--- config.mk ---
export PLATFORM = sky130hd
export DESIGN_NAME = spline_path_streamer
export DESIGN_NICKNAME = d
export VERILOG_FILES = /design/src/rtl/spline_pkg.sv /design/src/rtl/spline_sample_mux.sv /design/src/rtl/spline_path_streamer.sv
export SDC_FILE = /design/constraint.sdc
export NUM_CORES = 1
export LEC_CHECK = 0
export BUFFER_PORTS_ARGS = -buffer_cell sky130_fd_sc_hd__clkbuf_2
export CAP_MARGIN = 40
export CORE_MARGIN = 1.5
export CORE_UTILIZATION = 55
export DETAILED_ROUTE_END_ITERATION = 7
export PLACE_DENSITY = 0.8
export SLEW_MARGIN = 20
export SYNTH_ARGS = -nofsm -noshare
export SYNTH_HDL_FRONTEND = slang
export SYNTH_SLANG_ARGS = --single-unit
--- constraint.sdc ---
create_clock -name clock -period 3.09 [get_ports clock]
set_input_delay 0.4635 -clock clock [delete_from_list [all_inputs] [get_ports clock]]
set_output_delay 0.4635 -clock clock [all_outputs]
set_load 0.02 [all_outputs]
--- src/rtl/spline_pkg.sv ---
// Shared constants, state encoding and sizing helper for spline consumers.
package spline_pkg;

  localparam int SAMPLES_PER_SEG = 10;
  localparam int SAMPLE_W        = 8;

  typedef enum logic [2:0] {
    ST_IDLE    = 3'd0,
    ST_SETTLE  = 3'd1,
    ST_CAPTURE = 3'd2,
    ST_STREAM  = 3'd3,
    ST_DONE    = 3'd4
  } state_e;

  function automatic int total_samples(input int n);
    return SAMPLES_PER_SEG * (n - 1);
  endfunction

endpackage

--- src/rtl/spline_sample_mux.sv ---
// Selects one SAMPLE_W sample out of a packed spline vector; out-of-range indices yield zero.
module spline_sample_mux
  import spline_pkg::*;
#(
  parameter int NUM_SAMPLES = 50,
  parameter int IDX_W       = 6
) (
  input  logic [NUM_SAMPLES*SAMPLE_W-1:0] shadow,
  input  logic [IDX_W-1:0]                idx,
  output logic [SAMPLE_W-1:0]             sample
);

  // Sample selection
  always_comb begin
    sample = '0;
    if (int'(idx) < NUM_SAMPLES) begin
      sample = shadow[int'(idx)*SAMPLE_W +: SAMPLE_W];
    end else begin
      sample = '0;
    end
  end

endmodule

--- src/rtl/spline_path_streamer.sv ---
// Drives the spline enable, snapshots its packed output and streams it one sample per beat.
module spline_path_streamer
  import spline_pkg::*;
#(
  parameter  int N             = 6,
  parameter  int SETTLE_CYCLES = 4,
  localparam int TOTAL         = total_samples(N),
  localparam int IDX_W         = $clog2(TOTAL),
  localparam int APPROX_W      = TOTAL * SAMPLE_W
) (
  input  logic                clock,
  input  logic                reset,
  input  logic                start,
  input  logic                abort,
  input  logic [APPROX_W-1:0] approximation,
  output logic                spline_enable,
  output logic [SAMPLE_W-1:0] point_data,
  output logic [IDX_W-1:0]    point_index,
  output logic                point_valid,
  input  logic                point_ready,
  output logic                point_last,
  output logic                busy,
  output logic                done
);

  state_e                state_q, state_d;
  logic [7:0]            settle_q, settle_d;
  logic [IDX_W-1:0]      index_q, index_d;
  logic [APPROX_W-1:0]   shadow_q, shadow_d;
  logic                  spline_enable_q, spline_enable_d;
  logic [SAMPLE_W-1:0]   point_data_q, point_data_d;
  logic                  point_valid_q, point_valid_d;
  logic                  point_last_q, point_last_d;
  logic                  busy_q, busy_d;
  logic                  done_q, done_d;
  logic [SAMPLE_W-1:0]   sample_s;

  // Next state, settle countdown, snapshot and beat index
  always_comb begin
    state_d  = state_q;
    settle_d = settle_q;
    index_d  = index_q;
    shadow_d = shadow_q;
    case (state_q)
      ST_IDLE: begin
        if (start && !abort) begin
          state_d  = ST_SETTLE;
          settle_d = 8'(SETTLE_CYCLES - 1);
        end else begin
          state_d = ST_IDLE;
        end
      end
      ST_SETTLE: begin
        if (abort) begin
          state_d = ST_IDLE;
          index_d = '0;
        end else if (settle_q == 8'd0) begin
          state_d = ST_CAPTURE;
        end else begin
          settle_d = settle_q - 8'd1;
        end
      end
      ST_CAPTURE: begin
        if (abort) begin
          state_d = ST_IDLE;
          index_d = '0;
        end else begin
          shadow_d = approximation;
          index_d  = '0;
          state_d  = ST_STREAM;
        end
      end
      ST_STREAM: begin
        // Abort wins over a coincident final handshake, so no done pulse follows
        if (abort) begin
          state_d = ST_IDLE;
          index_d = '0;
        end else if (point_valid_q && point_ready) begin
          if (point_last_q) begin
            state_d = ST_DONE;
            index_d = '0;
          end else begin
            index_d = index_q + IDX_W'(1);
          end
        end else begin
          state_d = ST_STREAM;
        end
      end
      ST_DONE: begin
        state_d = ST_IDLE;
      end
      default: begin
        state_d = ST_IDLE;
        index_d = '0;
      end
    endcase
  end

  spline_sample_mux #(
    .NUM_SAMPLES (TOTAL),
    .IDX_W       (IDX_W)
  ) u_mux (
    .shadow (shadow_d),
    .idx    (index_d),
    .sample (sample_s)
  );

  // Registered outputs are derived from the upcoming state
  always_comb begin
    spline_enable_d = (state_d == ST_SETTLE) || (state_d == ST_CAPTURE);
    point_valid_d   = (state_d == ST_STREAM);
    busy_d          = (state_d != ST_IDLE);
    done_d          = (state_d == ST_DONE);
    point_data_d    = '0;
    point_last_d    = 1'b0;
    if (state_d == ST_STREAM) begin
      point_data_d = sample_s;
      point_last_d = (index_d == IDX_W'(TOTAL - 1));
    end else begin
      point_data_d = '0;
      point_last_d = 1'b0;
    end
  end

  // State and output registers
  always_ff @(posedge clock) begin
    if (reset) begin
      state_q         <= ST_IDLE;
      settle_q        <= 8'd0;
      index_q         <= '0;
      shadow_q        <= '0;
      spline_enable_q <= 1'b0;
      point_data_q    <= '0;
      point_valid_q   <= 1'b0;
      point_last_q    <= 1'b0;
      busy_q          <= 1'b0;
      done_q          <= 1'b0;
    end else begin
      state_q         <= state_d;
      settle_q        <= settle_d;
      index_q         <= index_d;
      shadow_q        <= shadow_d;
      spline_enable_q <= spline_enable_d;
      point_data_q    <= point_data_d;
      point_valid_q   <= point_valid_d;
      point_last_q    <= point_last_d;
      busy_q          <= busy_d;
      done_q          <= done_d;
    end
  end

  assign spline_enable = spline_enable_q;
  assign point_data    = point_data_q;
  assign point_index   = index_q;
  assign point_valid   = point_valid_q;
  assign point_last    = point_last_q;
  assign busy          = busy_q;
  assign done          = done_q;

endmodule
Yosys cells after proc, flatten, opt, wreduce, memory -nomap -nowiden
Cells that the tools add are included.
{ "word_totals": {"out_inout_bits": 19, "reg_bits": 430, "elab_cells": 59, "input_bits": 405} }
{ "classes": {"order_cmp": 1, "n_reduce_logical": 12, "eq_ne": 12, "n_mux": 19, "shifts": 1, "n_addsub": 2, "n_bitwise": 2} }
{ "op_table": {"columns": ["cell", "count"], "rows": [
  ["$mux 400", 2],
  ["$shiftx 400x10->8", 1],
  ["$mux 6", 4],
  ["$mux 8", 3],
  ["$pmux 6 s3", 1],
  ["$pmux 8 s2", 1],
  ["$mux 3", 5],
  ["$eq 3x2->1 const B", 4],
  ["$pmux 3 s4", 1],
  ["$logic_not 8->1", 1],
  ["$sub 8x1->8 const B", 1],
  ["$add 6x1->6 const B", 1],
  ["$eq 3x1->1 const B", 2],
  ["$eq 3x3->1 const B", 2],
  ["$eq 6x6->1 const B", 1],
  ["$lt 6x6->1 const B", 1],
  ["$ne 2x2->1 const B", 3],
  ["$reduce_and 4->1", 1],
  ["$reduce_or 2->1", 2],
  ["$logic_not 3->1", 1],
  ["$reduce_bool 3->1", 1],
  ["$reduce_or 3->1", 1],
  ["$logic_and 1x1->1", 2],
  ["$mux 2", 1],
  ["other kinds (5)", 6]
]} }

Depth between registers and ports, before layout
{ "depth": {"depth_word": 8, "ltp_mapped": 14, "ltp_nobuf": 10} }

Modules after synthesis
From an unflattened synthesis, not the netlist that was laid out.
{ "unflattened": {"hier_cells": 1713, "area_unflattened_um2": 19997.9} }
{ "by_module_without_submodules": {"columns": ["mod", "seq_area_each_um2", "cells_per_inst", "area_per_inst_um2", "n_inst"], "rows": [
  ["spline_path_streamer", 8608.3, 1439, 16742.3, 1],
  ["spline_sample_mux", 0.0, 274, 3255.6, 1]
]} }

Worst setup path before layout
Ideal clock, no wire load.
{ "synth_timing": {"path_type": "input to register", "from": "input abort", "to": "register point_data_q[7] (netlist: point_data[7])", "n_path_buf": 3, "arrival_ns": 2.667, "cell_stages": 11, "path_slack_ns": 0.266, "t_required_ns": 2.934, "setup_time_ns": 0.156, "cell_sequence": "nand4bb_4 > buf_6 > or4_4 > buf_6 > clkbuf_1 > and3_1 > a211oi_1 > o32ai_1 > a2111o_1 > a32oi_1 > a311oi_1"} }
{ "synth_between": {"elab_chain_len": 7, "word_cells_on_any_way": 18, "cone_classes": "1 x order compare; 1 x eq/ne; 1 x shift; 10 x mux; 2 x bitwise; 3 x reduce/logical"} }
{ "synth_rtl": {"columns": ["item", "line", "text"], "rows": [
  ["start, declared", "spline_path_streamer.sv:14", "input logic abort,"],
  ["branches (longest 7 deep; another with $shiftx 400x10->8)", null, null],
  ["end signal, assigned", "spline_path_streamer.sv:144", "point_data_q <= point_data_d;"],
  ["end, declared", "spline_path_streamer.sv:31", "logic [SAMPLE_W-1:0] point_data_q, point_data_d;"]
]} }
Several ways; the timed one is not identified.
A chain may end at the register's enable or synchronous reset.

Final worst setup path
{ "layout_timing": {"from": "register state_q[2]", "to": "register point_data_q[7] (netlist: point_data[7])"} }
{ "layout_between": {"elab_chain_len": 7, "word_cells_on_any_way": 20, "cone_classes": "1 x order compare; 5 x eq/ne; 1 x shift; 8 x mux; 2 x bitwise; 3 x reduce/logical"} }
{ "layout_rtl": {"columns": ["item", "line", "text"], "rows": [
  ["start, declared", "spline_path_streamer.sv:26", "state_e state_q, state_d;"],
  ["start signal, assigned", "spline_path_streamer.sv:139", "state_q <= state_d;"],
  ["branches (longest 7 deep; another with $shiftx 400x10->8)", null, null]
]} }
Several ways; the timed one is not identified.

==> qor.yml <==
grt:
  pin_count_of_the_biggest_net_entering_global_routing: 186
  global_route.overflow_total: 0
  via_count_of_the_first_global_routing_pass: 20300
  grt_antenna_before_repair: 3
  grt_util_all_layers: 0.395
  grt_pass1_wl_mm: 113
place:
  port-buffer-count: 423
  dp_hpwl_mm: 56.0
  place_worst_setup_slack_ns: -0.120
  dp.cells: 3532
  place_congestion: 1.03
logic_synthesis:
  ys_warn_count: 0
  yosys.cell_count.top_type: "sky130_fd_sc_hd__nand2_1"
  netlist_top_cells_area: "sky130_fd_sc_hd__dfxtp_1, sky130_fd_sc_hd__nand2_1, sky130_fd_sc_hd__a21oi_1"
  synth-edff-count: 0
  syn-instance-count: 2718
  mappedNetlistArea_um2: 19800
  post_synth.cell_area_avg_um2: 7.30
  synth_seq_area_share: 0.434
  synth.net_count: 3125
  ys_ff_latch: 430
  yosys.area.top_type_share: 0.434
  main_flop_type_after_synthesis: "sky130_fd_sc_hd__dfxtp_1"
  synth.lib_cells_used.distinct: 78
  netlist.top_cell.by_area: "sky130_fd_sc_hd__dfxtp_1"
  async_flop_share: 0
  netlist_top_cells_count: "sky130_fd_sc_hd__nand2_1, sky130_fd_sc_hd__a21oi_1, sky130_fd_sc_hd__dfxtp_1"
clocking:
  path_clk_slew_ns: 0.06
  cts_tree: "done"
  ctsRootBufferMaster: "sky130_fd_sc_hd__clkbuf_16"
  ctsLongestPathBuffers: 3
  htreeDepth: 2
  holdBufCountCts: 0
  numCtsBuffers: 46
  cts.sink_count: 430
  worstSkewPairLatency_ns: 0.56
pwr:
  power.sequential.fraction: 0.471
  leakagePower_nw: 9.38
  power_switching_share: 0.226
  power.density_cell_area_nw_per_um2: 480
  net-switching-power_mw: 2.70
  p_int_mw: 9.26
  combPwrFrac: 0.057
  part_of_the_power_in_the_clock_network: 0.472
  vdd_ir_drop_max_mv: 0.610
setup_path:
  worstRegToRegCells: 12
  crit_chain: "buf_4 > and4bb_2 > a32oi_4 > nand2_8 > buf_12 > mux2i_1 > o22a_1 > a311oi_1 > buf_4 > a32oi_1 > buf_4 > a311oi_1"
  crit-reg2reg-launch: "state_q[2]"
  crit_arrival_ns: 3.53
  crit_path_end: "point_data[7]"
  required_ns: 3.56
  worst_path_most_repeated_cell: "sky130_fd_sc_hd__buf_4"
  critical_path.endpoint_type: "flip-flop"
  critPathBufInv: 4
  worst_setup_path_start_kind: "flip-flop"
  critical-path-slowest-cell: "sky130_fd_sc_hd__a311oi_1"
  worst-path-max-fanout: 21
  path_delay_family: "compound AO/OA/AOI/OAI gates"
  worst-path-stages: 12
  rr_endpoint: "point_data[7]"
  critPathLaunch: "state_q[2]"
  setup.reg_to_reg.worst_slack_ns: 0.03
  critical_path.max_stage_delay_ns: 0.45
  critPathKind: "reg -> reg"
die:
  fp.dieArea_um2: 37200
  top_level_ports: 424
  dieHeight_um: 193
  floorplan.die.width_um: 193
  initial_core_util: 0.558
  coreArea_um2: 35600
  floorplan.rows: 69
cells_and_area:
  drive_above_1_share: 0.222
  final_cells: 3620
  final_nets: 3534
  area.growth.synth_to_final_pct: 25.6
timing:
  skew_ns: 0.0160
  setup_ws_ns: 0.0285
  slew_headroom: 0.362
  maxSlewViolCount: 0
  final_period_demand_of_the_worst_path_ns: 3.06
  tns_ns: 0
  final.period_utilization: 0.991
  achievable-frequency_mhz: 327
  max_slew.worst_pin.slew_ns: 0.957
  hold_viol_final: 0
  setup_viol: 0
routing:
  initialDrtViolationCount: 2675
  drc: 0
  drt_wl_total_mm: 76.1
  vias_per_cell: 6.11
  vias: 22100
  detail-route-antenna-nets: 0
  wl_per_cell_um: 21.0
  detail_route.first_pass.iterations: 6
hold_path:
  hold_crit_class: "in -> reg"
flow_run:
  maxCapViolCount: 0
outcome:
  run_status: "completed"
==> metrics by stage <==
step | hold slack [ns] | util | total power [mW] | area (µm²)
after floorplan | 0.431 | - | 5.99 | 19800
after global placement | 0.439 | 0.653 | 6.40 | 23200
after detailed placement | 0.446 | 0.655 | 6.42 | 23300
after CTS | 0.114 | 0.697 | 12.0 | 24800
after global routing | 0.124 | 0.701 | 12.2 | 24900
final | 0.121 | 0.701 | 12.0 | 24900
==> worst min path at each step <==
stage	to	depth (start not counted)	from	slack, ns
6_report	shadow_q[16]	3	approximation[16]	0.12
5_1_grt	shadow_q[16]	3	approximation[16]	0.12
4_1_cts	shadow_q[12]	3	approximation[12]	0.11
3_5_place_dp	shadow_q[261]	2	shadow_q[261]	0.45
3_3_place_gp	shadow_q[261]	2	shadow_q[261]	0.44
2_1_floorplan	shadow_q[18]	2	shadow_q[18]	0.43
==> cell usage in the layout, fill, tap and decap left out, types with 8 or more instances in the layout <==
master                      synthesis  layout
sky130_fd_sc_hd__dfxtp_1          430     427
sky130_fd_sc_hd__o2111ai_1          9       9
sky130_fd_sc_hd__and3_1            43      43
sky130_fd_sc_hd__a32oi_1           11      10
sky130_fd_sc_hd__clkinv_2           0      10
sky130_fd_sc_hd__buf_4              8     142
sky130_fd_sc_hd__clkbuf_2           0     422
sky130_fd_sc_hd__o21ai_0           66      64
sky130_fd_sc_hd__a21oi_1          435     435
sky130_fd_sc_hd__clkbuf_16          0      50
sky130_fd_sc_hd__nand2_1          992     992
sky130_fd_sc_hd__nor3_1            24      23
sky130_fd_sc_hd__buf_12             0      27
sky130_fd_sc_hd__a31oi_1           31      31
sky130_fd_sc_hd__clkbuf_1         183       8
sky130_fd_sc_hd__nand3_1           60      60
sky130_fd_sc_hd__mux2i_1           68      68
sky130_fd_sc_hd__a2111oi_0          8       8
sky130_fd_sc_hd__nor2_1            64      61
sky130_fd_sc_hd__o211ai_1          18      18
sky130_fd_sc_hd__a311oi_1          26      24
sky130_fd_sc_hd__a211oi_1          58      56
==> metal layers <==
layer	routed length (µm)	vias up	global-route usage
li1	-	10200	-
met1	29400	10400	0.515
met2	33800	1315	0.619
met3	8730	277	0.0838
met4	4220	2	0.203
met5	9	-	0
==> cell families after synthesis <==
kind of cell,share of synthesized area
flops,0.434
buf+inv,0.0516
simple gates,0.257
mux,0.0354
compound gates,0.219
xor+xnor,0.00177
fa+ha+maj,0.00126
==> cell type report <==
type                       count  area [µm²]
sequential                   430        8610
clock buffer                  60        1300
fill                        2904       10600
antenna                        2        5.00
timing repair buffer         596        3820
clock inverter                18         225
tap                          461         577
multi-input combinational   2046       10400
inverter                       7        26.3
==> worst reg2reg max path: cells and delay by family, from the launching register on <==
kind / cells / cell delay [ns]
flops: 1 / 0.34
simple gates: 2 / 0.41
compound gates: 5 / 1.36
mux: 1 / 0.15
buf+inv: 4 / 0.70
==> sequential cells by signal, summed over array words and instances, names as in the netlist, 3 cells and up <==
signal       count
point_index      6
shadow_q       400
state_q          3
point_data       8
settle_q         8
==> timing repair <==
| item | in CTS | in global routing |
|---|---|---|
| pin swaps | 1 | 3 |
| gates cloned | 0 | 1 |
| resized for setup | 0 | 14 |
| buffers inserted | 0 | 7 |
| setup endpoints to repair | 1 | 8 |
==> power by group through the flow <==
stage | Clock, mW | Sequential, mW | Combinational [mW]
after global routing | 5.88 | 5.64 | 0.734
after floorplan | 0 | 5.74 | 0.252
after detailed placement | 0 | 5.75 | 0.666
after global placement | 0 | 5.75 | 0.646
final | 5.64 | 5.63 | 0.683
after CTS | 5.66 | 5.63 | 0.671
No activity file was read; power rests on OpenSTA's default activity.
